$ cat config.mk
export PLATFORM = sky130hd
export DESIGN_NAME = matrix_scan_rx
export DESIGN_NICKNAME = d
export VERILOG_FILES = /design/src/rtl/matrix_scan_pkg.sv /design/src/rtl/onehot_chk.sv /design/src/rtl/matrix_scan_rx.sv
export SDC_FILE = /design/constraint.sdc
export NUM_CORES = 1
export LEC_CHECK = 0
export CORE_ASPECT_RATIO = 0.8
export CORE_UTILIZATION = 53
export DETAILED_ROUTE_END_ITERATION = 10
export PLACE_DENSITY = 0.79
export SETUP_SLACK_MARGIN = 0.4
export SYNTH_ARGS = -nofsm -noshare
export SYNTH_HDL_FRONTEND = slang
export SYNTH_SLANG_ARGS = --single-unit
$ cat constraint.sdc
create_clock -name clk -period 3.4 [get_ports clk]
set_clock_uncertainty 0.2 [all_clocks]
set_input_delay 0.51 -clock clk [delete_from_list [all_inputs] [get_ports clk]]
set_output_delay 0.51 -clock clk [all_outputs]
set_load 0.01 [all_outputs]
$ cat src/rtl/matrix_scan_pkg.sv
// Shared definitions for the matrix scan receiver: FSM states, row geometry
// and the row-strobe rotation helper.
package matrix_scan_pkg;

    typedef enum logic {
        HUNT    = 1'b0,
        CAPTURE = 1'b1
    } state_t;

    localparam int unsigned ROWS      = 8;
    localparam logic [7:0]  START_ROW = 8'b0000_0001;

    // Next row strobe in scan order: 0000_0001 -> 1000_0000 -> 0100_0000 ...
    function automatic logic [7:0] rotr(input logic [7:0] r);
        return {r[0], r[7:1]};
    endfunction

endpackage

$ cat src/rtl/onehot_chk.sv
// Combinational one-hot check and bit-index encoder for the row strobe.
module onehot_chk
    import matrix_scan_pkg::*;
(
    input  logic [7:0] row,
    output logic       is_onehot,
    output logic [2:0] idx
);

    // Zero and multi-hot strobes are both rejected; idx is only meaningful when one-hot.
    always_comb begin
        idx       = '0;
        is_onehot = (row != '0) && ((row & (row - 8'd1)) == '0);
        for (int unsigned i = 0; i < ROWS; i++) begin
            if (row[i]) begin
                idx = 3'(i);
            end
        end
    end

endmodule

$ cat src/rtl/matrix_scan_rx.sv
// Matrix scan receiver: assembles 8 row strobes (rotating right from
// 0000_0001) into a frame, publishing it one cycle after the last row.
// Optional feature: define SCAN_ERR_CNT_EN to add a saturating err_cnt output.
module matrix_scan_rx
    import matrix_scan_pkg::*;
#(
    parameter int COL_W = 8
) (
    input  logic                 clk,
    input  logic                 rst,
    input  logic                 scan_en,
    input  logic [7:0]           row,
    input  logic [COL_W-1:0]     col,
    output logic [8*COL_W-1:0]   frame,
    output logic                 frame_valid,
    output logic [2:0]           row_pos,
    output logic                 err,
    output logic                 locked
`ifdef SCAN_ERR_CNT_EN
    ,
    output logic [7:0]           err_cnt
`endif
);

    state_t                        state;
    logic [7:0]                    last_row;
    logic [ROWS-1:0][COL_W-1:0]    work;
    logic [ROWS-1:0][COL_W-1:0]    frame_q;
    logic                          pend;
    logic                          is_onehot;
    logic [2:0]                    idx;
    logic                          accept;
    logic                          viol;

    onehot_chk u_onehot_chk (
        .row       (row),
        .is_onehot (is_onehot),
        .idx       (idx)
    );

    assign frame = frame_q;

    // Classify the current sample while capturing: in-sequence row or protocol violation.
    always_comb begin
        accept = 1'b0;
        viol   = 1'b0;
        if (scan_en && state == CAPTURE) begin
            accept = is_onehot && (row == rotr(last_row));
            viol   = !accept;
        end
    end

    // Receiver FSM with registered outputs; frame publication lags the last row by one edge.
    always_ff @(posedge clk) begin
        if (rst) begin
            state       <= HUNT;
            last_row    <= '0;
            work        <= '0;
            frame_q     <= '0;
            pend        <= 1'b0;
            frame_valid <= 1'b0;
            err         <= 1'b0;
            row_pos     <= '0;
            locked      <= 1'b0;
        end else begin
            frame_valid <= 1'b0;
            err         <= 1'b0;
            // The copy reads the buffer before any write from this cycle's sample.
            if (pend) begin
                frame_q     <= work;
                frame_valid <= 1'b1;
                pend        <= 1'b0;
            end
            if (scan_en) begin
                case (state)
                    HUNT: begin
                        if (row == START_ROW) begin
                            work[0]  <= col;
                            row_pos  <= '0;
                            last_row <= row;
                            state    <= CAPTURE;
                            locked   <= 1'b1;
                        end
                    end
                    CAPTURE: begin
                        if (accept) begin
                            work[idx] <= col;
                            row_pos   <= idx;
                            last_row  <= row;
                            if (rotr(row) == START_ROW) begin
                                pend <= 1'b1;
                            end
                        end else begin
                            err  <= 1'b1;
                            // Later write to slot 0 overrides the clear when restarting.
                            work <= '0;
                            if (row == START_ROW) begin
                                work[0]  <= col;
                                row_pos  <= '0;
                                last_row <= row;
                            end else begin
                                state  <= HUNT;
                                locked <= 1'b0;
                            end
                        end
                    end
                    default: begin
                        state  <= HUNT;
                        locked <= 1'b0;
                    end
                endcase
            end
        end
    end

`ifdef SCAN_ERR_CNT_EN
    // Saturating count of protocol violations, bumped on the edge that raises err.
    always_ff @(posedge clk) begin
        if (rst) begin
            err_cnt <= '0;
        end else if (viol && err_cnt != 8'hFF) begin
            err_cnt <= err_cnt + 8'd1;
        end
    end
`endif

endmodule

==> metrics.md <==
| Metric | Value |
|---|---|
| Floorplan core area | 10300 um^2 |
| WP data required | 3540 ps |
| PortBufs | 88 |
| Final Setup Violations | 0 |
| H-tree depth | 4 |
| Ys async rst share | 0% |
| Sequential fraction of the synthesis area | 50.9% |
| Io pins | 89 |
| Detail Route Antenna Nets | 0 |
| Crit path buffers/inverters | 1 |
| Final Instance Count excl. Fillers | 824 |
| Post-Syn Nets | 603 |
| Synth Register Bits | 144 |
| Initial antenna violation count | 0 |
| Slowest CP cell | clkdlybuf4s50_1 |
| Critical path class | input pin to register |
| Post-synth top area share | 50.9% |
| Initial DRC Count | 379 |
| Top delay family on crit path | simple AND/OR/NAND/NOR gates |
| Final Hold Fails | 0 |
| Final #Nets | 692 |
| PwrDens | 499 nW/um^2 |
| GPL Wtd Cong | 0.909 |
| Max Freq | 349 MHz |
| Crit. End Element | register |
| Cells after Synth | 583 |
| First-pass detailed-route iteration total | 5 |
| Setup TNS | 0 ps |
| Crit path launch | row[3] |
| Setup slack, reg-to-reg | 690 ps |
| Crit start category | input pin |
| Syn-to-layout area delta | 29.2% |
| Post-route DRC | 0 |
| Root Buffer | clkbuf_16 |
| Main area contributors after synthesis | dfxtp_1 51%, mux2i_1 11%, nor2_1 4.7% |
| Arrival time worst endpoint | 3010 ps |
| Post-synth EDFFs | 0 |
| Antenna cell count | 0 |
| Cell Area, Synth | 5670 um^2 |
| Worst Hold Class | register to register |
| Unrepaired setup endpoints after global routing | no |
| Slew Viols, Final | 0 |
| Max-cap violation count | 0 |
| Synth unique cells | 48 |
| TritonCTS clock tree | done |
| Num rows | 33 |
| Largest net degree at the start of global routing | 79 |
| Congestion Overflow GR | 0 |
| Drt total wl | 14500 um |
| FF-to-FF Start | last_row[0] |
| Cts bufs inserted | 17 |
| Die area | 11100 um^2 |
| Count leader, synth | dfxtp_1 |
| Crit-path cells | clkdlybuf4s50_1, or3_1, a2111oi_2, nor3_4, nor4_2, nand2_1, a21oi_1 |
| Most used DFF post-synth | dfxtp_1 |
| Avg Cell Area, Syn | 9.72 um^2 |
| Routed via count | 4802 |
| DR WL/cell | 17.6 um |
| Cells after DPL | 792 |
| Yosys warning count | 0 |
| Die width | 118 um |
| Vias/cell | 5.83 |
| Share of layout cells above drive strength 1 | 11.1% |
| Die height | 94.5 um |
| Clock transition at path regs | 60 ps |
| Starting Density | 54.9% |
| Synth cell count leaders | 144 x dfxtp_1, 71 x nor2_1, 64 x mux2i_1, 38 x a21oi_1, 32 x nand2_1 |
| Post-DP HPWL | 9590 um |
| Crit-path max FO | 10 |
| HP Start | work[56] |
| Status | completed |
| Latest clock arrival within the worst-skew pair | 430 ps |
| First-pass GRT wire length | 23100 um |
| Worst-Margin Slew | 1090 ps |
| Clock sinks | 144 |
| Vias in the first global route | 4487 |
| VDD IR max | 0.265 mV |
| Static leakage | 2.43 nW |
| GRT Util Overall | 26.8% |
| Final period util | 84.3% |
| Max_slew headroom | 27.5% |
| CTS Buffer Depth | 2 |
| Tmin final | 2870 ps |
| Max stage delay on crit path | 490 ps |
| Synth area leader | dfxtp_1 |
| Cts-stage hold buffer count | 0 |
==> report_power, final <==
part / switching [mW] / internal [mW] / leakage, nW
Clock: 0.714 / 1.12 / 0.282
Sequential: 0.000190 / 1.69 / 1.16
Combinational: 0.0965 / 0.0433 / 0.989
==> metrics by stage <==
stage          total power [mW]  utilization, %  setup WS [ps]  instance area, um^2  hold slack, ps
2_1_floorplan              1.80               -            624                 5670             232
3_3_place_gp               1.86            65.0            179                 6710             237
3_5_place_dp               1.86            65.0           1.66                 6710             250
4_1_cts                    3.67            70.7            438                 7290             261
5_1_grt                    3.76            70.9            399                 7320             271
6_report                   3.66            70.9            534                 7320             259
==> placed cells by master, fill, tap and decap left out, types with 4 or more instances in the layout <==
master           netlist  routed
a21oi_1               38      38
nand2_1               32      32
buf_4                  0      24
xor2_1                 5       5
inv_1                 30      30
o41ai_1                8       8
nand3b_1              10      10
nor2_1                71      71
nand2b_1               5       4
clkdlybuf4s50_1        0      86
nand3_1               29      29
mux2i_1               64      64
dfxtp_1              144     143
o21ai_0               18      18
nor3_1                 6       6
clkbuf_16              0      17
o32ai_1               24      24
o211ai_1              10      10
a22o_1                 8       8
==> kinds of logic (layout without fill, tap and decap cells) <==
kind of cell | count (synthesis) | in the layout | share of synthesized area, %
XOR/XNOR | 6 | 6 | 0.927
multiplexers | 64 | 64 | 11.3
AND/OR/NAND/NOR | 173 | 173 | 15.4
flip-flops | 144 | 144 | 50.9
adder cells (fa/ha/maj) | 1 | 1 | 0.221
AO/OA/AOI/OAI | 122 | 122 | 15.7
buffers and inverters | 73 | 174 | 5.63
==> state kept, by name (all words and copies together) (netlist names) <==
name and count:
frame 64, frame_valid 1, row_pos 3, work 64
pend 1, last_row 8, locked 1, state 1
err 1
==> layout make-up <==
cell class                      count  area (um^2)
Clock buffer                       19          453
Clock inverter                     12          133
Fill cell                         769         3000
Inverter                           31          116
Multi-Input combinational cell    366         2490
Sequential cell                   144         2890
Tap cell                          140          175
Timing Repair Buffer              112         1070
==> worst paths after layout <==
| kind | end | cells after the start |
|---|---|---|
| worst max register to register | last_row[4] | 6 |
| worst min-delay path | work[56] | 2 |
| worst max-delay path | last_row[4] | 7 |
| worst min register to register | work[56] | 2 |
==> what timing repair did <==
item | CTS | global route
endpoints found under the setup margin | 0 | 27
buffers inserted | 0 | 1
resized for setup | 0 | 5
==> routing by layer <==
metal / vias to the layer above / part of all wire, % / GRT usage (%) / wire, um
li1: 2268 / - / - / -
met1: 2320 / 45 / 35.0 / 6490
met2: 197 / 48 / 44.0 / 6930
met3: 17 / 6.3 / 5.62 / 911
met4: 0 / 1.2 / 10.3 / 173
met5: - / 0 / 0 / 0
==> worst reg2reg max path, cell delays in order, from the launching register on <==
cell and delay [ps]:
dfxtp_1 370, or3_1 440, a2111oi_2 440, nor3_4 190, nor4_2 400, nand2_1 330, a21oi_1 260
Note: power is estimated with default switching activity, not from simulation.
